$ cat src/rtl/hl_io_pkg.sv
// rtl/hl_io_pkg.sv - Shared types and config field layout for the south IO bank controller
package hl_io_pkg;

  typedef enum logic [1:0] {
    HIZ    = 2'd0,
    SETTLE = 2'd1,
    ACTIVE = 2'd2
  } io_state_e;

  localparam int CFG_W        = 8;
  localparam int CFG_DRV_LSB  = 0;
  localparam int CFG_SLEW     = 3;
  localparam int CFG_PULL_LSB = 4;
  localparam int CFG_PPEN     = 6;
  localparam int CFG_IE       = 7;

  localparam logic [1:0] PULL_NONE     = 2'b00;
  localparam logic [1:0] PULL_UP       = 2'b01;
  localparam logic [1:0] PULL_DOWN     = 2'b10;
  localparam logic [1:0] PULL_NONE_ALT = 2'b11;

  // Returns {puq, pd}; the pull-up and pull-down are never enabled together.
  function automatic logic [1:0] pull_decode(input logic [1:0] pull);
    case (pull)
      PULL_UP:                  return 2'b00;
      PULL_DOWN:                return 2'b11;
      PULL_NONE, PULL_NONE_ALT: return 2'b10;
      default:                  return 2'b10;
    endcase
  endfunction

endpackage

$ cat src/rtl/hl_io_in_filter.sv
// rtl/hl_io_in_filter.sv - One pad input: 2-flop synchronizer, run-length glitch filter, edge pulses
module hl_io_in_filter #(
  parameter int FILT_CYCLES = 4
) (
  input  logic clock,
  input  logic reset_n,
  input  logic pad_i,
  output logic filt_o,
  output logic rise_o,
  output logic fall_o
);

  logic sync1_q, sync2_q;

  always_ff @(posedge clock or negedge reset_n) begin
    if (!reset_n) begin
      sync1_q <= 1'b0;
      sync2_q <= 1'b0;
    end else begin
      sync1_q <= pad_i;
      sync2_q <= sync1_q;
    end
  end

  if (FILT_CYCLES == 0) begin : g_bypass
    always_ff @(posedge clock or negedge reset_n) begin
      if (!reset_n) begin
        filt_o <= 1'b0;
        rise_o <= 1'b0;
        fall_o <= 1'b0;
      end else begin
        filt_o <= sync2_q;
        rise_o <= sync2_q & ~filt_o;
        fall_o <= ~sync2_q & filt_o;
      end
    end
  end else begin : g_filter
    localparam int RUN_W = (FILT_CYCLES > 1) ? $clog2(FILT_CYCLES) : 1;
    localparam logic [RUN_W-1:0] RUN_LAST = RUN_W'(FILT_CYCLES - 1);

    logic             samp_q;
    logic [RUN_W-1:0] run_q;

    // run_q counts consecutive samples that disagree with the accepted value
    always_ff @(posedge clock or negedge reset_n) begin
      if (!reset_n) begin
        samp_q <= 1'b0;
        run_q  <= '0;
        filt_o <= 1'b0;
        rise_o <= 1'b0;
        fall_o <= 1'b0;
      end else begin
        samp_q <= sync2_q;
        rise_o <= 1'b0;
        fall_o <= 1'b0;
        if (samp_q == filt_o) begin
          run_q <= '0;
        end else if (run_q == RUN_LAST) begin
          run_q  <= '0;
          filt_o <= samp_q;
          rise_o <= samp_q;
          fall_o <= ~samp_q;
        end else begin
          run_q <= run_q + RUN_W'(1);
        end
      end
    end
  end

endmodule

$ cat src/rtl/hl_south_io_ctrl.sv
// rtl/hl_south_io_ctrl.sv - South IO bank controller: pad power sequencing, pad config and input return path
module hl_south_io_ctrl
  import hl_io_pkg::*;
#(
  parameter int N_SLICE       = 8,
  parameter int PWRUP_CYCLES  = 64,
  parameter int SETTLE_CYCLES = 16,
  parameter int FILT_CYCLES   = 4,
  parameter int SLICE_W       = 3
) (
  input  logic               clock,
  input  logic               reset_n,
  input  logic               pwr_en,
  output logic               io_ready,
  input  logic               cfg_wr_en,
  input  logic [SLICE_W-1:0] cfg_wr_slice,
  input  logic [CFG_W-1:0]   cfg_wr_data,
  input  logic [N_SLICE-1:0] core_out,
  input  logic [N_SLICE-1:0] core_oe,
  output logic [N_SLICE-1:0] core_in,
  output logic [N_SLICE-1:0] core_in_rise,
  output logic [N_SLICE-1:0] core_in_fall,
  output logic [N_SLICE-1:0] dq,
  output logic [N_SLICE-1:0] enq,
  output logic [N_SLICE-1:0] enabq,
  output logic [N_SLICE-1:0] drv0,
  output logic [N_SLICE-1:0] drv1,
  output logic [N_SLICE-1:0] drv2,
  output logic [N_SLICE-1:0] prg_slew,
  output logic [N_SLICE-1:0] ppen,
  output logic [N_SLICE-1:0] puq,
  output logic [N_SLICE-1:0] pd,
  output logic [N_SLICE-1:0] pwrup_pull_en,
  output logic [N_SLICE-1:0] pwrupzhl,
  input  logic [N_SLICE-1:0] outi
);

  localparam int CNT_MAX = (PWRUP_CYCLES > SETTLE_CYCLES) ? PWRUP_CYCLES : SETTLE_CYCLES;
  localparam int CNT_W   = (CNT_MAX > 1) ? $clog2(CNT_MAX) : 1;
  localparam logic [CNT_W-1:0] PWRUP_LOAD  = CNT_W'(PWRUP_CYCLES - 1);
  localparam logic [CNT_W-1:0] SETTLE_LOAD = CNT_W'(SETTLE_CYCLES - 1);

  io_state_e        state_q;
  logic [CNT_W-1:0] cnt_q;
  logic [CFG_W-1:0] cfg_q [N_SLICE];

  logic [N_SLICE-1:0] ie_v, drv0_v, drv1_v, drv2_v, slew_v, ppen_v, puq_v, pd_v;
  logic               pads_hiz, pads_active;

  // Out-of-range slice numbers match no entry, so such writes are dropped.
  always_ff @(posedge clock or negedge reset_n) begin
    if (!reset_n) begin
      for (int i = 0; i < N_SLICE; i++) cfg_q[i] <= '0;
    end else if (cfg_wr_en) begin
      for (int i = 0; i < N_SLICE; i++) begin
        if (cfg_wr_slice == SLICE_W'(i)) cfg_q[i] <= cfg_wr_data;
      end
    end
  end

  always_comb begin
    ie_v   = '0;
    drv0_v = '0;
    drv1_v = '0;
    drv2_v = '0;
    slew_v = '0;
    ppen_v = '0;
    puq_v  = '1;
    pd_v   = '0;
    for (int i = 0; i < N_SLICE; i++) begin
      drv0_v[i]           = cfg_q[i][CFG_DRV_LSB];
      drv1_v[i]           = cfg_q[i][CFG_DRV_LSB+1];
      drv2_v[i]           = cfg_q[i][CFG_DRV_LSB+2];
      slew_v[i]           = cfg_q[i][CFG_SLEW];
      ppen_v[i]           = cfg_q[i][CFG_PPEN];
      ie_v[i]             = cfg_q[i][CFG_IE];
      {puq_v[i], pd_v[i]} = pull_decode(cfg_q[i][CFG_PULL_LSB +: 2]);
    end
  end

  // Dropping pwr_en disables the pads on the same edge the FSM returns to HIZ.
  assign pads_hiz    = !pwr_en || (state_q == HIZ);
  assign pads_active = pwr_en && (state_q == ACTIVE);

  always_ff @(posedge clock or negedge reset_n) begin
    if (!reset_n) begin
      state_q       <= HIZ;
      cnt_q         <= PWRUP_LOAD;
      io_ready      <= 1'b0;
      dq            <= '0;
      enq           <= '1;
      enabq         <= '1;
      drv0          <= '0;
      drv1          <= '0;
      drv2          <= '0;
      prg_slew      <= '0;
      ppen          <= '0;
      puq           <= '1;
      pd            <= '0;
      pwrup_pull_en <= '1;
      pwrupzhl      <= '1;
    end else begin
      if (!pwr_en) begin
        state_q <= HIZ;
        cnt_q   <= PWRUP_LOAD;
      end else begin
        case (state_q)
          HIZ: begin
            if (cnt_q == '0) begin
              state_q <= SETTLE;
              cnt_q   <= SETTLE_LOAD;
            end else begin
              cnt_q <= cnt_q - CNT_W'(1);
            end
          end
          SETTLE: begin
            if (cnt_q == '0) state_q <= ACTIVE;
            else             cnt_q   <= cnt_q - CNT_W'(1);
          end
          ACTIVE:  state_q <= ACTIVE;
          default: state_q <= HIZ;
        endcase
      end

      io_ready      <= pads_active;
      dq            <= pads_active ? core_out : '0;
      enq           <= pads_active ? ~core_oe : '1;
      enabq         <= pads_hiz ? '1 : ~ie_v;
      pwrup_pull_en <= pads_hiz ? '1 : '0;
      pwrupzhl      <= pads_hiz ? '1 : '0;
      drv0          <= drv0_v;
      drv1          <= drv1_v;
      drv2          <= drv2_v;
      prg_slew      <= slew_v;
      ppen          <= ppen_v;
      puq           <= puq_v;
      pd            <= pd_v;
    end
  end

  for (genvar g = 0; g < N_SLICE; g++) begin : g_slice
    hl_io_in_filter #(
      .FILT_CYCLES(FILT_CYCLES)
    ) u_filt (
      .clock  (clock),
      .reset_n(reset_n),
      .pad_i  (outi[g]),
      .filt_o (core_in[g]),
      .rise_o (core_in_rise[g]),
      .fall_o (core_in_fall[g])
    );
  end

endmodule
$ cat config.mk
export PLATFORM = sky130hd
export DESIGN_NAME = hl_south_io_ctrl
export DESIGN_NICKNAME = d
export VERILOG_FILES = /design/src/rtl/hl_io_pkg.sv /design/src/rtl/hl_io_in_filter.sv /design/src/rtl/hl_south_io_ctrl.sv
export SDC_FILE = /design/constraint.sdc
export NUM_CORES = 1
export LEC_CHECK = 0
export CAP_MARGIN = 15
export CORE_MARGIN = 4
export CORE_UTILIZATION = 39
export DETAILED_ROUTE_END_ITERATION = 10
export GPL_TIMING_DRIVEN = 0
export HOLD_SLACK_MARGIN = 0.02
export SLEW_MARGIN = 25
export SYNTH_ARGS = -nofsm -noshare
export SYNTH_HDL_FRONTEND = slang
export SYNTH_SLANG_ARGS = --single-unit
$ cat constraint.sdc
create_clock -name clock -period 2.8 [get_ports clock]
set_input_delay 0.56 -clock clock [delete_from_list [all_inputs] [get_ports clock]]
set_output_delay 0.56 -clock clock [all_outputs]
set_load 0.05 [all_outputs]
== Yosys cells after proc, flatten, opt, wreduce, memory -nomap -nowiden ==
Cells that the tools add are included.

* Register bits after elaboration: 225
* Logic and storage cells: 266
* Input bits: 39
* Output and inout bits: 121

* Muxes and demuxes: 68
* Reductions and logical operators: 40
* $add $sub $neg: 9
* Bitwise gates (word level): 18
* Eq/ne operators: 53

{| class="wikitable"
|+ Operators by type and width
! cell !! number
|-
| 2-bit case mux with 3 select lines || 9
|-
| 2-bit == test (second input constant) || 25
|-
| 2-bit 2-to-1 mux || 19
|-
| 2-bit AND reduction || 18
|-
| 1-bit 2-to-1 mux || 32
|-
| 8-bit 2-to-1 mux || 4
|-
| 2-bit by 1-bit == test with 1-bit output (second input constant) || 9
|-
| 2-bit zero test || 9
|-
| 6-bit 2-to-1 mux || 3
|-
| 2-bit by 1-bit adder with 2-bit output (second input constant) || 8
|-
| 1-bit NOT || 16
|-
| 8-bit NOT || 2
|-
| 2-bit OR reduction || 8
|-
| 3-bit == test (second input constant) || 4
|-
| 6-bit case mux with 2 select lines || 1
|-
| 1-bit == test || 8
|-
| 3-bit by 2-bit == test with 1-bit output (second input constant) || 2
|-
| 6-bit zero test || 1
|-
| 3-bit != test (second input constant) || 2
|-
| 6-bit by 1-bit subtractor with 6-bit output (second input constant) || 1
|-
| 3-bit by 1-bit == test with 1-bit output (second input constant) || 1
|-
| 3-bit zero test || 1
|-
| 3-bit by 1-bit != test with 1-bit output (second input constant) || 1
|-
| 3-bit by 2-bit != test with 1-bit output (second input constant) || 1
|-
| 3 further kinds || 3
|}

== Depth between registers and ports, before layout ==
Gate-level depths: netlist of run 1.

* Word-level depth: 4
* Mapped depth: 5

== Modules after synthesis ==
Synthesis of run 1 repeated with hierarchy kept, for this count alone.

* Cells, all modules: 460
* Area total of the unflattened synthesis: 7588.5 µm²

{| class="wikitable"
|+ Modules (own cells, without submodules)
! module !! times used !! area each (µm²) !! cells an instance
|-
| hl_south_io_ctrl || 1 || 5436.5 || 340
|-
| hl_io_in_filter || 8 || 269.0 || 15
|}

== Least setup slack after synthesis of run 1 ==
OpenSTA, ideal clock, no wires.

* Path type: input port to flip-flop
* Start: input port cfg_wr_slice[2]
* End: register cfg_q[40] in the netlist's numbering
* Stages: 4
* Arrival time: 1580 ps
* Path slack: 1095 ps
* Setup time: 125 ps
* Buffers on the path: 1
* Cell sequence: clkbuf_1 nand2b_4 nor3b_4 mux2_2

* Word-level cells in the longest chain between the ends: 2

{| class="wikitable"
|+ RTL lines
! what !! RTL line !! text
|-
| from (decl) || hl_south_io_ctrl.sv:16 || <nowiki>input logic [SLICE_W-1:0] cfg_wr_slice,</nowiki>
|-
| 3-bit by 2-bit == test with 1-bit output || hl_south_io_ctrl.sv:56 || <nowiki>if (cfg_wr_slice == SLICE_W'(i)) cfg_q[i] <= cfg_wr_data;</nowiki>
|-
| 2-bit AND reduction (no line) || n/a ||
|-
| to (signal, indexed assignment) || hl_south_io_ctrl.sv:56 ||
|-
| to (decl) || hl_south_io_ctrl.sv:45 || <nowiki>logic [CFG_W-1:0] cfg_q [N_SLICE];</nowiki>
|}

No other way between the ends.
A chain may end at the register's enable or synchronous reset.

==> metrics.csv, run 1 <==
stage;metric;value;unit
synthesis;Seq/Total Area, Yosys;71.1;%
synthesis;Post-Synthesis Cells;491;
timing;slew margin rel.;57.4;%
hold_path;Worst Hold Endpoint;g_slice[6].u_filt.g_filter.samp_q;
clock_tree;CTS tree;built;
timing;unrepaired setup endpoints after global routing;no;
critical_path;CP Class;reg -> out;
floorplan;# IOs;160;
routing;drc violations;0;
routing;DRT Pass-1 Iters;4;
routing;final wirelength;15400;microns
critical_path;Worst R2R Path Depth;5;
critical_path;R2R Setup Slk;980;ps
layout;top flop regs;cfg_q (64), g_slice.u_filt.g_filter.run_q (16);
clock_tree;later-pin clock latency in the skew report;510;ps
clock_tree;CTS H-Tree Depth;1;
timing;setup TNS;0;ps
layout;diode count;0;
layout;P&R area growth vs syn;35.6;%
timing;PnR worst setup slack;83.1;ps
clock_tree;CTS sink cnt;218;
layout;Top reg by flops;cfg_q;
layout;most frequent cells in the layout;dfrtp_1 (187), clkdlybuf4s50_1 (145), mux2_2 (71), buf_4 (39), dfstp_2 (31);
run_status;status;complete, no violations;
synthesis;Yosys cell types;43;
timing;crit path time final;2720;ps
floorplan;Starting Density;39.7;%
critical_path;CP startpoint kind;flip-flop;
critical_path;CP arrival;2160;ps
layout;fin cells;958;
timing;Worst Max-Slew Pin Slew;639;ps
global_route;vias in the first global route;4649;
synthesis;EDFF count, synth;0;
pwr;leak pwr;4.65;nW
floorplan;Die X;149;microns
routing;remaining antenna violation count after routing;0;
place;GPL Wtd Cong;0.753;
hold_path;Hold/Removal Path Class;reg -> reg;
routing;Via-to-Cell Ratio;4.51;
critical_path;worst reg2reg path endpoint;cnt_q[0];
synthesis;Most used DFF post-synth;dfrtp_1;
synthesis;Post-Syn Nets;543;
synthesis;Synth Register Bits;218;
clock_tree;Root Buffer;clkbuf_16;
floorplan;Site Rows;51;
floorplan;Die Height;149;microns
critical_path;Worst setup EP type;primary output;
routing;DR vias;4317;
global_route;GRT busiest layer;met2;
critical_path;Worst R2R Start;cnt_q[0];
global_route;M2 GR Usage;24.5;%
layout;Reg area;5490;sq um
place;PortBufs;155;
synthesis;Synth Warn #;0;
timing;Setup violations, final;0;
layout;fin util;53.8;%
timing;hold slack final;347;ps
hold_path;hold path startpoint;g_slice[6].u_filt.sync2_q;
routing;DRT iter0 DRCs;94;
timing;Final period util;97.0;%
global_route;GRT met3 Usage;3.38;%
synthesis;syn_area_per_cell;15.7;sq um
global_route;first-pass GRT wire length;24700;microns
clock_tree;Clock transition at path regs;60;ps
layout;fillers;1622;
global_route;initial antenna violation count;0;
pwr;Total Power;9.33;mW
pwr;worst vdd ir;568;uV
routing;WL/cell;16.0;microns
global_route;met1 Usage GRT;17.3;%
layout;area of the multi-input gates;1870;sq um
synthesis;post-synthesis cell area;7720;sq um
place;Post-DP Area;9670;sq um
clock_tree;CTS Buf Count;24;
place;Cells after DPL;913;
layout;max reg flops;64;
floorplan;core area;19500;sq um
critical_path;CP max FO;16;
pwr;Power Density;891;nW/um^2
layout;final instance area;10500;sq um
layout;commonest non-fill, non-tap cell in the layout;dfrtp_1;
synthesis;share of flip-flops with an asynchronous set or reset;100;%
timing;fmax;368;MHz
timing;final hold vios;0;
layout;share of layout cells above drive strength 1;27.3;%
global_route;total global-route track usage;14.0;%
place;Post-Place Worst Slack;583;ps
timing;Worst Skew;7.15;ps
critical_path;Worst Path Required;2240;ps
timing;fin. max-slew vios;0;
floorplan;die area;22100;sq um
global_route;Overflow after GRT;0;
layout;NumNets Final;727;
run;max-cap viol count;0;
global_route;largest net degree at the start of global routing;92;
place;DP HPWL;10500;microns
clock_tree;Bufs on Longest Clock Path;3;
hold_path;hold-critical path depth;0;
-- worst max-delay path, cell delays in order, from the launching register on --
cell             delay, ps
dfstp_2                690
buf_4                  160
clkdlybuf4s50_1        800
-- cells in the mapped netlist (2+ instances only) --
cell type	count	share of area, %
mux2_2	71	10
nand4b_1	3	0.34
xnor2_1	9	1.0
buf_4	39	3.8
nand2_1	22	1.1
nand4_1	2	0.16
and3b_1	14	1.6
nor2_1	4	0.19
ha_1	13	2.1
buf_2	4	0.26
nand2b_1	8	0.65
nor3_4	2	0.42
o21ai_0	3	0.19
dfrtp_1	187	61
nor3b_4	2	0.49
o31ai_1	2	0.19
and3_1	9	0.73
dfstp_2	31	11
a21oi_1	2	0.13
o211ai_1	2	0.19
nor2b_1	17	1.4
clkbuf_1	5	0.24
a21boi_0	2	0.19
nor3_1	10	0.65
nor3b_1	2	0.19
a31oi_1	2	0.16
inv_1	8	0.39
-- cell families (layout without fill, tap and decap cells) --
| group | Yosys count | after routing | synth area share [%] |
|---|---|---|---|
| xor gates and xnor gates | 9 | 9 | 1.02 |
| AOI/OAI and AO/OA | 19 | 19 | 1.75 |
| DFF | 218 | 218 | 71.1 |
| muxes | 73 | 73 | 10.6 |
| and+or+nand+nor | 103 | 103 | 8.68 |
| adders and majority gates | 13 | 13 | 2.11 |
| buffers and inverters | 56 | 258 | 4.68 |
-- power breakdown --
| group | switching (mW) | total, mW | internal (mW) |
|---|---|---|---|
| sequential | 0.305 | 4.05 | 3.74 |
| clock | 1.19 | 3.01 | 1.81 |
| combinational | 1.34 | 2.27 | 0.930 |
| total | 2.84 | 9.33 | 6.49 |
-- what timing repair did --
item	4_1_cts	5_1_grt
setup buffers	0	0
resized for setup	0	9
hold buffers	1	0
hold endpoints to repair	48	0
endpoints found under the setup margin	0	9
-- worst max-delay path by stage --
stage | end | from | depth (start not counted)
after floorplan | cfg_q[40] | cfg_wr_slice[2] | 4
after global placement | dq[1] | reset_n | 1
after detailed placement | pwrup_pull_en[6] | pwrupzhl[6] | 2
after CTS | pwrup_pull_en[6] | pwrupzhl[6] | 2
after global routing | pwrupzhl[6] | pwrupzhl[6] | 2
final | pwrupzhl[5] | pwrupzhl[6] | 2
-- final cells by class --
cell class / count / share of cell area (%)
clock inverters: 6 / 0.657
well taps: 265 / 3.17
plain buffers: 48 / 3.17
repair buffers: 158 / 15.7
flip-flops and latches: 218 / 52.5
inverters: 8 / 0.287
multi-input cells: 217 / 17.8
clock buffers: 38 / 6.72
-- layer usage --
layer | routed length (microns) | up-vias
met5 | 0 | -
met4 | 348 | 0
met3 | 897 | 28
met2 | 8010 | 110
met1 | 6110 | 2182
li1 | - | 1997
Note: power is estimated with default switching activity, not from simulation.
==> inputs of run 2 (changes only) <==
--- a/config.mk
+++ b/config.mk
@@ -11,6 +11,7 @@
 export DETAILED_ROUTE_END_ITERATION = 10
 export GPL_TIMING_DRIVEN = 0
 export HOLD_SLACK_MARGIN = 0.02
+export PLACE_DENSITY = 0.67
 export SLEW_MARGIN = 25
 export SYNTH_ARGS = -nofsm -noshare
 export SYNTH_HDL_FRONTEND = slang
==> constraint.sdc (replaced) <==
create_clock -name clock -period 3.5 [get_ports clock]
set_input_delay 0.7 -clock clock [delete_from_list [all_inputs] [get_ports clock]]
set_output_delay 0.7 -clock clock [all_outputs]
set_load 0.05 [all_outputs]
==> run 2 against run 1 <==
Flip-flop and latch count is the same. Die area is the same. Count of clock-buffer cells in the layout grew 1. Worst setup slack gained 560 ps. Combinational power shrank 20%. Largest power group unchanged. Final cell count shrank 0.10%. Register-to-register slack gained 720 ps.
==> metrics.csv, run 2 (synthesis results as in run 1) <==
stage;metric;value;unit;change
place;DP HPWL;10700;microns;was 10,500 microns
floorplan;die area;22100;sq um;unchanged
timing;fmax;350;MHz;
pwr;logic gate share of total power;24.1;%;was 24.4%
layout;top flop regs;cfg_q (64), g_slice.u_filt.g_filter.run_q (16);;unchanged
layout;max reg flops;64;;unchanged
global_route;Overflow after GRT;0;;unchanged
floorplan;Die X;149;microns;unchanged
global_route;first-pass GRT wire length;24900;microns;was 24,700 microns
clock_tree;later-pin clock latency in the skew report;500;ps;was 510 ps
pwr;sw frac;30.0;%;was 30.4%
clock_tree;hold_buf cts;0;;was 1
critical_path;CP arrival;2150;ps;was 2160 ps
clock_tree;Bufs on Longest Clock Path;3;;unchanged
place;PortBufs;155;;unchanged
run_status;status;complete, no violations;;unchanged
global_route;M2 GR Usage;25.2;%;was 24.5%
place;GPL Wtd Cong;0.712;;was 0.753
pwr;leak pwr;4.67;nW;was 4.65 nW
layout;fillers;1606;;was 1,622
floorplan;core area;19500;sq um;unchanged
timing;Setup violations, final;0;;unchanged
pwr;worst vdd ir;446;uV;was 568 uV
global_route;GRT busiest layer;met2;;unchanged
pwr;Internal Dissipation;5.29;mW;was 6.49 mW
floorplan;Starting Density;39.7;%;unchanged
routing;DRT Pass-1 Iters;4;;unchanged
global_route;met1 Usage GRT;17.1;%;was 17.3%
routing;final wirelength;15300;microns;was 15,400 microns
routing;DRT iter0 DRCs;122;;was 94
layout;P&R area growth vs syn;35.6;%;about the same
critical_path;CP Class;reg -> out;;unchanged
clock_tree;Setup Fix Bufs, Post-CTS;0;;unchanged
place;Post-Place Worst Slack;1150;ps;was 583 ps
timing;Worst Max-Slew Pin Slew;598;ps;was 639 ps
timing;Final period util;81.5;%;
global_route;GRT met3 Usage;3.53;%;was 3.38%
hold_path;Hold/Removal Path Class;in -> async;;was reg -> reg
layout;NumNets Final;726;;was 727
critical_path;CP startpoint kind;flip-flop;;unchanged
routing;DR vias;4335;;was 4,317
critical_path;CP max FO;16;;unchanged
layout;fin util;53.8;%;about the same
clock_tree;post-CTS resize count;0;;unchanged
floorplan;Die Height;149;microns;unchanged
clock_tree;CTS tree;built;;unchanged
timing;PnR worst setup slack;647;ps;was 83.1 ps
clock_tree;Clock transition at path regs;60;ps;about the same
global_route;largest net degree at the start of global routing;96;;was 92
critical_path;Worst R2R Start;cnt_q[0];;unchanged
timing;fin. max-slew vios;0;;unchanged
routing;remaining antenna violation count after routing;0;;unchanged
global_route;total global-route track usage;14.1;%;was 14.0%
global_route;vias in the first global route;4705;;was 4,649
clock_tree;CTS H-Tree Depth;1;;unchanged
critical_path;worst reg2reg path endpoint;cnt_q[0];;unchanged
routing;drc violations;0;;unchanged
pwr;Total Power;7.56;mW;was 9.33 mW
timing;crit path time final;2850;ps;
timing;final hold vios;0;;unchanged
clock_tree;CTS sink cnt;218;;unchanged
pwr;sequential share of power;42.9;%;was 43.4%
timing;unrepaired setup endpoints after global routing;no;;unchanged
clock_tree;Root Buffer;clkbuf_16;;unchanged
layout;Top reg by flops;cfg_q;;unchanged
layout;commonest non-fill, non-tap cell in the layout;dfrtp_1;;unchanged
critical_path;Worst Setup EP;pwrup_pull_en[1];;was pwrupzhl[5]
pwr;clock share of power;33.0;%;was 32.2%
routing;WL/cell;15.9;microns;was 16.0 microns
critical_path;Worst setup EP type;primary output;;unchanged
global_route;initial antenna violation count;0;;unchanged
pwr;sw power;2.27;mW;was 2.84 mW
layout;most frequent cells in the layout;dfrtp_1 (187), clkdlybuf4s50_1 (154), mux2_2 (71), buf_4 (39), dfstp_2 (31);;was dfrtp_1 (187), clkdlybuf4s50_1 (145), mux2_2 (71), buf_4 (39), dfstp_2 (31)
routing;Via-to-Cell Ratio;4.53;;was 4.51
layout;final instance area;10500;sq um;about the same
timing;hold slack final;51.0;ps;was 347 ps
floorplan;# IOs;160;;unchanged
timing;Worst Skew;9.97;ps;was 7.15 ps
pwr;Power Density;722;nW/um^2;was 891 nW/um^2
critical_path;R2R Setup Slk;1700;ps;was 980 ps
layout;diode count;0;;unchanged
critical_path;Worst Path Required;2800;ps;was 2240 ps
critical_path;CP startpoint;pwrupzhl[6];;unchanged
run;max-cap viol count;0;;unchanged
floorplan;Site Rows;51;;unchanged
place;Post-DP Area;9670;sq um;unchanged
critical_path;Worst R2R Path Depth;5;;unchanged
layout;share of layout cells above drive strength 1;27.3;%;about the same
timing;slew margin rel.;59.9;%;was 57.4%
clock_tree;CTS Buf Count;24;;unchanged
## run 2: cell types whose count changed in the layout (fill, tap and decap cells not counted)
cell,previous run,this run
clkinv_4,0,1
bufinv_16,1,2
dlygate4sd3_1,1,0
clkbuf_8,5,6
clkinvlp_4,1,0
clkinv_2,3,1
dlymetal6s2s_1,9,0
clkdlybuf4s50_1,145,154
## run 2: critical path, cell delays in order (launching register included)
cell	delay, ps
dfstp_2	690
buf_4	160
clkdlybuf4s50_1	800
## run 2: area by class of cell
type                    instances  area [sq um]  area share, %
clock buffers                  39           717           6.85
well taps                     265           332           3.17
repair buffers                157          1610           15.4
multi-input cells             217          1870           17.8
clock inverters                 5          90.1          0.860
plain buffers                  48           332           3.17
inverters                       8          30.0          0.287
flip-flops and latches        218          5490           52.5
## run 2: worst min path at each step
stage | start | to | slack [ps] | depth (start not counted)
detailed placement | g_slice[3].u_filt.sync1_q | g_slice[3].u_filt.sync2_q | 330 | 0
CTS | reset_n | g_slice[4].u_filt.fall_o | 40 | 1
finish | reset_n | g_slice[4].u_filt.fall_o | 50 | 1
floorplan | g_slice[0].u_filt.sync2_q | g_slice[0].u_filt.g_filter.samp_q | 330 | 0
global placement | g_slice[4].u_filt.sync1_q | g_slice[4].u_filt.sync2_q | 330 | 0
global route | reset_n | g_slice[4].u_filt.fall_o | 50 | 1
## run 2: through the flow
stage	TNS (ps)	instances
floorplan	0	491
global route	0	957
global placement	-1377100	911
detailed placement	0	913
finish	0	957
CTS	0	957
## run 2: power groups by stage
stage	logic [mW]	clock network, mW	registers, mW
3_3_place_gp	1.78	0	3.27
4_1_cts	1.85	2.57	3.25
3_5_place_dp	1.84	0	3.29
5_1_grt	1.94	2.69	3.30
6_report	1.82	2.49	3.24
2_1_floorplan	0.723	0	3.73
## run 2: layer usage
layer / wire length, microns / vias up / part of all wire [%]
li1: - / 1998 / -
met1: 5850 / 2212 / 38
met2: 8220 / 96 / 54
met3: 914 / 29 / 6.0
met4: 274 / 0 / 1.8
met5: 0 / - / 0
==> inputs of run 3 (changes only) <==
--- a/config.mk
+++ b/config.mk
@@ -11,7 +11,7 @@
 export DETAILED_ROUTE_END_ITERATION = 10
 export GPL_TIMING_DRIVEN = 0
 export HOLD_SLACK_MARGIN = 0.02
-export PLACE_DENSITY = 0.67
+export PLACE_DENSITY = 0.69
 export SLEW_MARGIN = 25
 export SYNTH_ARGS = -nofsm -noshare
 export SYNTH_HDL_FRONTEND = slang
==> constraint.sdc (replaced) <==
create_clock -name clock -period 2.4 [get_ports clock]
set_input_delay 0.48 -clock clock [delete_from_list [all_inputs] [get_ports clock]]
set_output_delay 0.48 -clock clock [all_outputs]
set_load 0.05 [all_outputs]
==> run 3 against run 2 <==
Core utilization down 0.52 points. Final area fell by 0.97%. Critical path depth fell by 1. First-iteration DRC count rose by 12%. Clock skew is 1.3 ps lower. Via count shrank 0.90%. Worst setup slack got worse by 580 ps. Register-to-register slack worse by 1100 ps. Combinational power up 46%. Hold slack improved by 300 ps. Power grew 44%. Critical endpoint is now enabq[2]. Largest cell class unchanged.
==> metrics.csv, run 3 (synthesis results as in run 1) <==
stage;metric;value;unit;change
timing;Worst Max-Slew Pin Slew;619;ps;was 598 ps
critical_path;Slowest-stage cell, CP;clkdlybuf4s50_1;;unchanged
routing;DRT iter0 DRCs;137;;was 122
layout;NumNets Final;727;;was 726
global_route;largest net degree at the start of global routing;92;;was 96
layout;commonest non-fill, non-tap cell in the layout;dfrtp_1;;unchanged
layout;diode count;0;;unchanged
timing;Worst Skew;8.62;ps;was 9.97 ps
hold_path;hold path startpoint;g_slice[3].u_filt.sync1_q;;
timing;unrepaired setup endpoints after global routing;no;;unchanged
clock_tree;CTS sink cnt;218;;unchanged
global_route;first-pass GRT wire length;24900;microns;about the same
floorplan;die area;22100;sq um;unchanged
timing;hold slack final;348;ps;was 51.0 ps
pwr;Power Density;1050;nW/um^2;was 722 nW/um^2
timing;slew margin rel.;58.5;%;was 59.9%
pwr;leak pwr;4.64;nW;was 4.67 nW
critical_path;CP max FO;1;;was 16
clock_tree;CTS Buf Count;24;;unchanged
critical_path;R2R Setup Slk;620;ps;was 1700 ps
layout;top flop regs;cfg_q (64), g_slice.u_filt.g_filter.run_q (16);;unchanged
clock_tree;Setup Fix Bufs, Post-CTS;0;;unchanged
layout;max reg flops;64;;unchanged
critical_path;Crit path buffers/inverters;1;;was 2
place;PortBufs;155;;unchanged
critical_path;CP top delay family;buffers and inverters;;unchanged
clock_tree;Root Buffer;clkbuf_16;;unchanged
global_route;vias in the first global route;4725;;was 4,705
timing;Final period util;97.1;%;
place;GPL Wtd Cong;0.787;;was 0.712
critical_path;Worst Path Required;1920;ps;was 2800 ps
critical_path;slowest stage delay, CP;830;ps;was 800 ps
global_route;total global-route track usage;14.0;%;was 14.1%
timing;crit path time final;2330;ps;
routing;drc violations;0;;unchanged
layout;share of layout cells above drive strength 1;29.4;%;was 27.3%
layout;most frequent cells in the layout;dfrtp_1 (187), clkdlybuf4s50_1 (138), mux2_2 (71), buf_4 (39), dfstp_2 (31);;was dfrtp_1 (187), clkdlybuf4s50_1 (154), mux2_2 (71), buf_4 (39), dfstp_2 (31)
clock_tree;CTS H-Tree Depth;1;;unchanged
run;max-cap viol count;0;;unchanged
floorplan;Die X;149;microns;unchanged
floorplan;Die Height;149;microns;unchanged
critical_path;CP Class;reg -> out;;unchanged
floorplan;Starting Density;39.7;%;unchanged
timing;final hold vios;0;;unchanged
critical_path;CP startpoint kind;flip-flop;;unchanged
critical_path;CP startpoint;enabq[2];;was pwrupzhl[6]
critical_path;Worst setup EP type;primary output;;unchanged
run_status;status;complete, no violations;;unchanged
layout;P&R area growth vs syn;34.3;%;was 35.6%
pwr;Total Power;10.9;mW;was 7.56 mW
routing;DRT Pass-1 Iters;4;;unchanged
timing;Setup violations, final;0;;unchanged
routing;remaining antenna violation count after routing;0;;unchanged
layout;Top reg by flops;cfg_q;;unchanged
pwr;worst vdd ir;619;uV;was 446 uV
global_route;Overflow after GRT;0;;unchanged
critical_path;CP arrival;1850;ps;was 2150 ps
critical_path;Worst R2R Start;cnt_q[0];;unchanged
routing;DR vias;4296;;was 4,335
global_route;initial antenna violation count;0;;unchanged
hold_path;Hold/Removal Path Class;reg -> reg;;was in -> async
clock_tree;CTS tree;built;;unchanged
floorplan;Site Rows;51;;unchanged
clock_tree;later-pin clock latency in the skew report;500;ps;about the same
routing;final wirelength;15300;microns;about the same
floorplan;core area;19500;sq um;unchanged
routing;Via-to-Cell Ratio;4.48;;was 4.53
clock_tree;Bufs on Longest Clock Path;3;;unchanged
timing;fin. max-slew vios;0;;unchanged
place;DP HPWL;10700;microns;about the same
clock_tree;Clock transition at path regs;60;ps;about the same
floorplan;# IOs;160;;unchanged
routing;WL/cell;16.0;microns;was 15.9 microns
critical_path;worst path cell trace;clkdlybuf4s50_1;;was buf_4, clkdlybuf4s50_1
timing;fmax;429;MHz;
run 3: cell types whose count changed in the layout (fill, tap and decap cells not counted):
cell / previous run / this run
bufinv_16: 2 / 1
clkbuf_16: 24 / 25
clkbuf_2: 0 / 15
clkbuf_8: 6 / 4
clkdlybuf4s50_1: 154 / 138
clkinv_2: 1 / 4
clkinv_4: 1 / 0
clkinv_8: 1 / 0
clkinvlp_4: 0 / 1
dlygate4sd2_1: 0 / 1
dlygate4sd3_1: 0 / 1
run 3: final cells by class:
cell class	count	area, sq um
Buffer	48	332
Tap cell	265	332
Fill cell	1610	9090
Inverter	8	30.0
Clock inverter	6	57.6
Clock buffer	38	714
Sequential cell	218	5490
Multi-Input combinational cell	217	1870
Timing Repair Buffer	158	1550
run 3: per-layer routing:
layer | up-vias | global-route usage, % | wire (microns)
li1 | 2000 | - | -
met1 | 2175 | 16.8 | 5980
met2 | 93 | 25.1 | 8120
met3 | 28 | 3.50 | 898
met4 | 0 | 3.88 | 349
met5 | - | 0 | 0
run 3: power by group:
part | total [mW] | internal, mW | switching, mW | leakage, nW
Sequential | 4.72 | 4.37 | 0.356 | 2.64
Clock | 3.52 | 2.14 | 1.38 | 0.377
Combinational | 2.66 | 1.09 | 1.58 | 1.63
Total | 10.9 | 7.60 | 3.31 | 4.64
run 3: path summary, 6_finish.rpt:
check,endpoint,cells past startpoint
max,enabq[2],1
min,g_slice[3].u_filt.sync2_q,0
min in group asynchronous,g_slice[4].u_filt.g_filter.run_q[0],2
max in group asynchronous,puq[1],3
min reg2reg,g_slice[3].u_filt.sync2_q,0
max reg2reg,cnt_q[0],5
run 3: stage by stage:
step	setup WS [ps]	instance area (sq um)	std cells	utilization, %	TNS, ps
floorplan	775	7720	491	-	0
global placement	-7600	9610	911	49.4	-1572860
detailed placement	276	9670	913	49.7	0
CTS	11.6	10400	958	53.6	0
global route	7.73	10400	958	53.3	0
finish	69.0	10400	958	53.3	0
run 3: what timing repair did:
action,in CTS,in global routing
hold endpoints to repair,43,0
endpoints found under the setup margin,16,15
gates resized for setup,16,30
hold buffers,1,0
